**src/rtl/reg_bank_pkg.sv**
```systemverilog
// Shared definitions for the register bank and the bus selector:
// register widths, register index map and bus read-select codes.
package reg_bank_pkg;

    localparam int unsigned NW   = 8;
    localparam int unsigned WW   = 16;
    localparam int unsigned NREG = 10;

    // Bit positions inside write_en / inc_en / clr_en
    localparam int unsigned REG_PC = 0;
    localparam int unsigned REG_DR = 1;
    localparam int unsigned REG_R  = 2;
    localparam int unsigned REG_AC = 3;
    localparam int unsigned REG_TR = 4;
    localparam int unsigned REG_R1 = 5;
    localparam int unsigned REG_R2 = 6;
    localparam int unsigned REG_RI = 7;
    localparam int unsigned REG_RJ = 8;
    localparam int unsigned REG_RK = 9;

    // Bus selector read-select codes; numerically equal to the register index
    typedef enum logic [3:0] {
        SEL_PC   = 4'd0,
        SEL_DR   = 4'd1,
        SEL_R    = 4'd2,
        SEL_AC   = 4'd3,
        SEL_TR   = 4'd4,
        SEL_R1   = 4'd5,
        SEL_R2   = 4'd6,
        SEL_RI   = 4'd7,
        SEL_RJ   = 4'd8,
        SEL_RK   = 4'd9,
        SEL_NONE = 4'd15
    } bus_sel_e;

    // True for the registers that span the full bus width
    function automatic logic is_wide(input int unsigned idx);
        return (idx == REG_AC) || (idx == REG_TR);
    endfunction

endpackage

```
**src/rtl/reg_bank_ctr_reg.sv**
```systemverilog
// Single register with clear > load > increment > hold priority.
module ctr_reg #(
    parameter int unsigned W = 8
) (
    input  logic         clk,
    input  logic         rst,
    input  logic         clr,
    input  logic         ld,
    input  logic         inc,
    input  logic [W-1:0] d,
    output logic [W-1:0] q
);

    logic [W-1:0] r_q;

    // Register update: async clear on rst, then clr > ld > inc > hold
    always_ff @(posedge clk or posedge rst) begin
        if (rst) begin
            r_q <= '0;
        end else if (clr) begin
            r_q <= '0;
        end else if (ld) begin
            r_q <= d;
        end else if (inc) begin
            r_q <= r_q + W'(1);
        end
    end

    assign q = r_q;

endmodule

```
**src/rtl/reg_bank.sv**
```systemverilog
// Processor register bank fed from the shared 16-bit bus. Each register
// is a ctr_reg; AC additionally accepts the ALU result on its load path.
module reg_bank
    import reg_bank_pkg::*;
#(
    parameter int unsigned NW   = reg_bank_pkg::NW,
    parameter int unsigned WW   = reg_bank_pkg::WW,
    parameter int unsigned NREG = reg_bank_pkg::NREG
) (
    input  logic            clk,
    input  logic            rst,
    input  logic [WW-1:0]   bus_in,
    input  logic [NREG-1:0] write_en,
    input  logic [NREG-1:0] inc_en,
    input  logic [NREG-1:0] clr_en,
    input  logic            alu_we,
    input  logic [WW-1:0]   alu_in,
    output logic [NW-1:0]   pc,
    output logic [NW-1:0]   dr,
    output logic [NW-1:0]   r,
    output logic [NW-1:0]   r1,
    output logic [NW-1:0]   r2,
    output logic [NW-1:0]   ri,
    output logic [NW-1:0]   rj,
    output logic [NW-1:0]   rk,
    output logic [WW-1:0]   ac,
    output logic [WW-1:0]   tr,
    output logic            z,
    output logic            ri_eq_r1,
    output logic            rj_eq_r2
);

    logic            w_ac_ld;
    logic [WW-1:0]   w_ac_d;
    logic [NW-1:0]   w_bus_n;

    assign w_bus_n = bus_in[NW-1:0];

    // AC load path: a bus write outranks the ALU writeback; both outrank inc
    always_comb begin
        w_ac_ld = write_en[REG_AC] | alu_we;
        w_ac_d  = write_en[REG_AC] ? bus_in : alu_in;
    end

    ctr_reg #(.W(NW)) u_pc (.clk(clk), .rst(rst), .clr(clr_en[REG_PC]), .ld(write_en[REG_PC]),
                            .inc(inc_en[REG_PC]), .d(w_bus_n), .q(pc));
    ctr_reg #(.W(NW)) u_dr (.clk(clk), .rst(rst), .clr(clr_en[REG_DR]), .ld(write_en[REG_DR]),
                            .inc(inc_en[REG_DR]), .d(w_bus_n), .q(dr));
    ctr_reg #(.W(NW)) u_r  (.clk(clk), .rst(rst), .clr(clr_en[REG_R]),  .ld(write_en[REG_R]),
                            .inc(inc_en[REG_R]),  .d(w_bus_n), .q(r));
    ctr_reg #(.W(WW)) u_ac (.clk(clk), .rst(rst), .clr(clr_en[REG_AC]), .ld(w_ac_ld),
                            .inc(inc_en[REG_AC]), .d(w_ac_d),  .q(ac));
    ctr_reg #(.W(WW)) u_tr (.clk(clk), .rst(rst), .clr(clr_en[REG_TR]), .ld(write_en[REG_TR]),
                            .inc(inc_en[REG_TR]), .d(bus_in),  .q(tr));
    ctr_reg #(.W(NW)) u_r1 (.clk(clk), .rst(rst), .clr(clr_en[REG_R1]), .ld(write_en[REG_R1]),
                            .inc(inc_en[REG_R1]), .d(w_bus_n), .q(r1));
    ctr_reg #(.W(NW)) u_r2 (.clk(clk), .rst(rst), .clr(clr_en[REG_R2]), .ld(write_en[REG_R2]),
                            .inc(inc_en[REG_R2]), .d(w_bus_n), .q(r2));
    ctr_reg #(.W(NW)) u_ri (.clk(clk), .rst(rst), .clr(clr_en[REG_RI]), .ld(write_en[REG_RI]),
                            .inc(inc_en[REG_RI]), .d(w_bus_n), .q(ri));
    ctr_reg #(.W(NW)) u_rj (.clk(clk), .rst(rst), .clr(clr_en[REG_RJ]), .ld(write_en[REG_RJ]),
                            .inc(inc_en[REG_RJ]), .d(w_bus_n), .q(rj));
    ctr_reg #(.W(NW)) u_rk (.clk(clk), .rst(rst), .clr(clr_en[REG_RK]), .ld(write_en[REG_RK]),
                            .inc(inc_en[REG_RK]), .d(w_bus_n), .q(rk));

    // Status flags derived purely from register state
    always_comb begin
        z        = (ac == '0);
        ri_eq_r1 = (ri == r1);
        rj_eq_r2 = (rj == r2);
    end

endmodule

```
**config.mk**
```make
export PLATFORM = sky130hd
export DESIGN_NAME = reg_bank
export DESIGN_NICKNAME = d
export VERILOG_FILES = /design/src/rtl/reg_bank_pkg.sv /design/src/rtl/reg_bank_ctr_reg.sv /design/src/rtl/reg_bank.sv
export SDC_FILE = /design/constraint.sdc
export NUM_CORES = 1
export LEC_CHECK = 0
export CAP_MARGIN = 40
export CELL_PAD_IN_SITES_DETAIL_PLACEMENT = 1
export CELL_PAD_IN_SITES_GLOBAL_PLACEMENT = 1
export CORE_MARGIN = 5
export CORE_UTILIZATION = 38
export DETAILED_ROUTE_END_ITERATION = 8
export MAX_ROUTING_LAYER = met4
export PLACE_DENSITY = 0.82
export SLEW_MARGIN = 20
export SYNTH_ARGS = -nofsm -noshare
export SYNTH_HDL_FRONTEND = slang
export SYNTH_HIERARCHICAL = 1
export SYNTH_SLANG_ARGS = --single-unit
```
**constraint.sdc**
```tcl
create_clock -name clk -period 2.1 [get_ports clk]
set_clock_uncertainty 0.1 [all_clocks]
set_input_delay 0.63 -clock clk [delete_from_list [all_inputs] [get_ports clk]]
set_output_delay 0.63 -clock clk [all_outputs]
set_load 0.005 [all_outputs]
```
==> metrics.csv <==
metric,value,unit
insertion_delay,0.36,ns
drive_above_1_share,28.5,%
via_per_inst,5.79,
syn_nets,735,
dr.first_iter.drc_count,409,
die_x,139,um
n_fill_cell,1824,
first_pass_iters,5,
core,16500,um^2
setup_violations,3,
cts_sinks,96,
first_global_vias,7347,
hold_depth,2,
synthFlopType,dfrtp_1,
cts_tree,yes,
fin_crit,2.20,ns
leakage,4.75,nW
grt_usage,27.1,%
die_area,19300,um^2
reg2reg_depth,7,
min_to,u_dr/q[7],
initial_utilization,38.4,%
path_class,flop to output pin,
cts_made_buffers,9,
antenna_found_initial,0,
hpwlAfterDp,18.1,mm
cp_slowest_stage_delay,0.46,ns
yosysSeqAreaShare,38.0,%
via_count,6898,
grt_max_degree,33,
synthesis.area,6330,um^2
holdCritStartpoint,u_dr/q[7],
rr_endpoint,u_ac/q[15],
yosys.area.top_type,dfrtp_1,
crit_slowest_cell,dfrtp_1,
rsz0062_at_grt,yes,
portBuffers,163,
antenna_left,0,
status,finished with violations,
cp_cell_sequence,xnor2_2 > nand4_1 > nor2_1 > buf_2,
max_clock_freq,454,MHz
syn_inst,660,
arrival,1.47,ns
gp_congestion,0.868,
fin_crit_sh,105,%
postSynthAreaPerCell,9.58,um^2
cap_violations,0,
clkTransAtPathRegs,0.07,ns
finalHoldViolations,0,
wl_per_cell,24.0,um
start_kind,flop,
ys_warn_count,6,
yosys.area.top_type_share,38.0,%
syn2layout_area_growth,58.6,%
post-place-ws,-0.537,ns
drc,0,
grt_pass1_wl,41.0,mm
slew_violations,0,
num-nets-final,1042,
power_density,561,nW/um^2
critical_path_required,1.37,ns
relSlewSlack,55.9,%
io_pins,164,
tightest_slew,0.660,ns
irDropWorstVdd,400,uV
critPathCaptureType,output pin,
violations,setup timing,
async_reset_ff_share,100,%
synthDistinctLibCells,46,
synth_edf_count,0,
power.total,5.63,mW
holdCritPathClass,flop to flop,
die-height,139,um
htree_levels,3,
timing.hold.ws,0.504,ns
reg2reg_from,u_ac/q[6],
crit_fanout,2,
synth_area_leaders,"dfrtp_1, xnor2_1, nor2_1, mux2i_1, a211oi_1",
ys_seq_elements,96,
routed_wl,28.7,mm
rows,47,
n_antenna_cell,0,
fin_ws,-0.103,ns
r2r_slack,0.02,ns
clockBufferDepth,2,
grt_overflow_total,0,
clockRootBuffer,clkbuf_16,
[cells in the mapped netlist, types with 14 or more instances]
| cell | instances |
|---|---|
| a211oi_1 | 24 |
| a21oi_1 | 26 |
| a311oi_1 | 16 |
| dfrtp_1 | 96 |
| inv_1 | 44 |
| mux2i_1 | 24 |
| nand2_1 | 22 |
| nand4_1 | 26 |
| nor2_1 | 66 |
| nor2b_1 | 20 |
| nor4_1 | 14 |
| o21a_1 | 18 |
| o21ai_0 | 20 |
| or3_1 | 18 |
| xnor2_1 | 38 |
| xor2_1 | 18 |
[registers in the layout (all words and copies together), names as in the netlist]
name and count:
u_ri/q 8, u_dr/q 8, u_rj/q 8, u_ac/q 16, u_r/q 8, u_pc/q 8, u_rk/q 8, u_r2/q 8
u_r1/q 8, u_tr/q 16
[report_power, final]
group	leakage, nW	switching [mW]	internal, mW
logic	3.37	0.742	0.845
registers	1.22	0.171	1.98
clock network	0.165	0.776	1.11
[cell families after synthesis]
group | share of synthesized area [%]
adders and majority gates | 1.98
xor gates and xnor gates | 7.75
muxes | 7.18
and+or+nand+nor | 22.8
buffers and inverters | 6.23
AOI/OAI and AO/OA | 16.1
DFF | 38.0
[worst max path at each step]
stage	slack, ns	end	cells after the start	start
after global routing	-0.16	rj_eq_r2	4	u_rj/q[1]
after CTS	-0.07	z	3	u_ac/q[6]
after global placement	-0.43	u_ac/q[11]	5	inc_en[3]
after floorplan	0.10	u_ac/q[11]	5	inc_en[3]
after detailed placement	-0.54	u_ac/q[13]	5	inc_en[3]
final	-0.10	rj_eq_r2	4	u_rj/q[1]
[worst max-delay path: cells and delay by family (launching register included)]
kind,cells,cell delay [ns]
AND/OR/NAND/NOR,2,0.29
flip-flops,1,0.46
buffers and inverters,1,0.13
XOR/XNOR,1,0.24
[final cells by class]
type / instances / area, um^2 / share of cell area (%)
multi-input combinational: 482 / 3760 / 37.4
timing repair buffer: 326 / 3050 / 30.4
tap: 220 / 275 / 2.74
sequential: 96 / 2430 / 24.2
clock buffer: 11 / 253 / 2.52
inverter: 52 / 195 / 1.94
clock inverter: 5 / 78.8 / 0.785
[metal layers]
metal  wire length [um]  part of all wire, %  GRT usage, %
met3               1210                  4.2          3.93
met5                  0                    0             -
met4               1090                  3.8          10.2
met1              11400                   40          31.2
met2              15000                   52          47.8
[cell usage in the layout (no fill, tap or decap), drive strengths merged]
cell type / netlist / routed
nor4: 14 / 14
clkdlybuf4s50: 0 / 109
mux2i: 24 / 24
nand2b: 8 / 8
a2111oi: 22 / 22
clkbuf: 4 / 12
nand3: 12 / 12
ha: 10 / 10
a21oi: 26 / 26
o31a: 2 / 2
o31ai: 2 / 2
or3: 20 / 20
or4: 2 / 2
and3: 10 / 10
and4: 3 / 3
dfrtp: 96 / 96
nor4bb: 8 / 8
a221oi: 2 / 2
nor2b: 20 / 20
and4b: 8 / 8
buf: 26 / 166
dlygate4sd2: 0 / 25
bufinv: 0 / 2
dlymetal6s2s: 0 / 25
or2: 1 / 1
a21o: 4 / 4
xor2: 18 / 18
nor2: 66 / 66
nand2: 22 / 22
inv: 44 / 44
nor3: 8 / 8
nand4: 38 / 38
o21a: 18 / 18
a211oi: 24 / 24
clkinv: 8 / 11
o21ai: 20 / 20
mux2: 16 / 16
a311oi: 16 / 16
xnor2: 38 / 38
[repair_timing]
action                     in CTS  in global routing
hold buffers                    0                  0
pin swaps                      12                 14
setup endpoints to repair      65                 51
gates resized for setup        91                 63
setup buffers                  27                 30
[metrics by stage]
step	cells	TNS [ns]	util, %	cell area (um^2)
final	1192	-0.142	60.9	10000
after global routing	1192	-0.440	60.9	10000
after CTS	1162	-0.108	58.1	9570
after detailed placement	1119	-9.31	54.0	8890
after global placement	1119	-5.43	54.0	8890
after floorplan	660	0	-	6330
No activity file was read; power rests on OpenSTA's default activity.
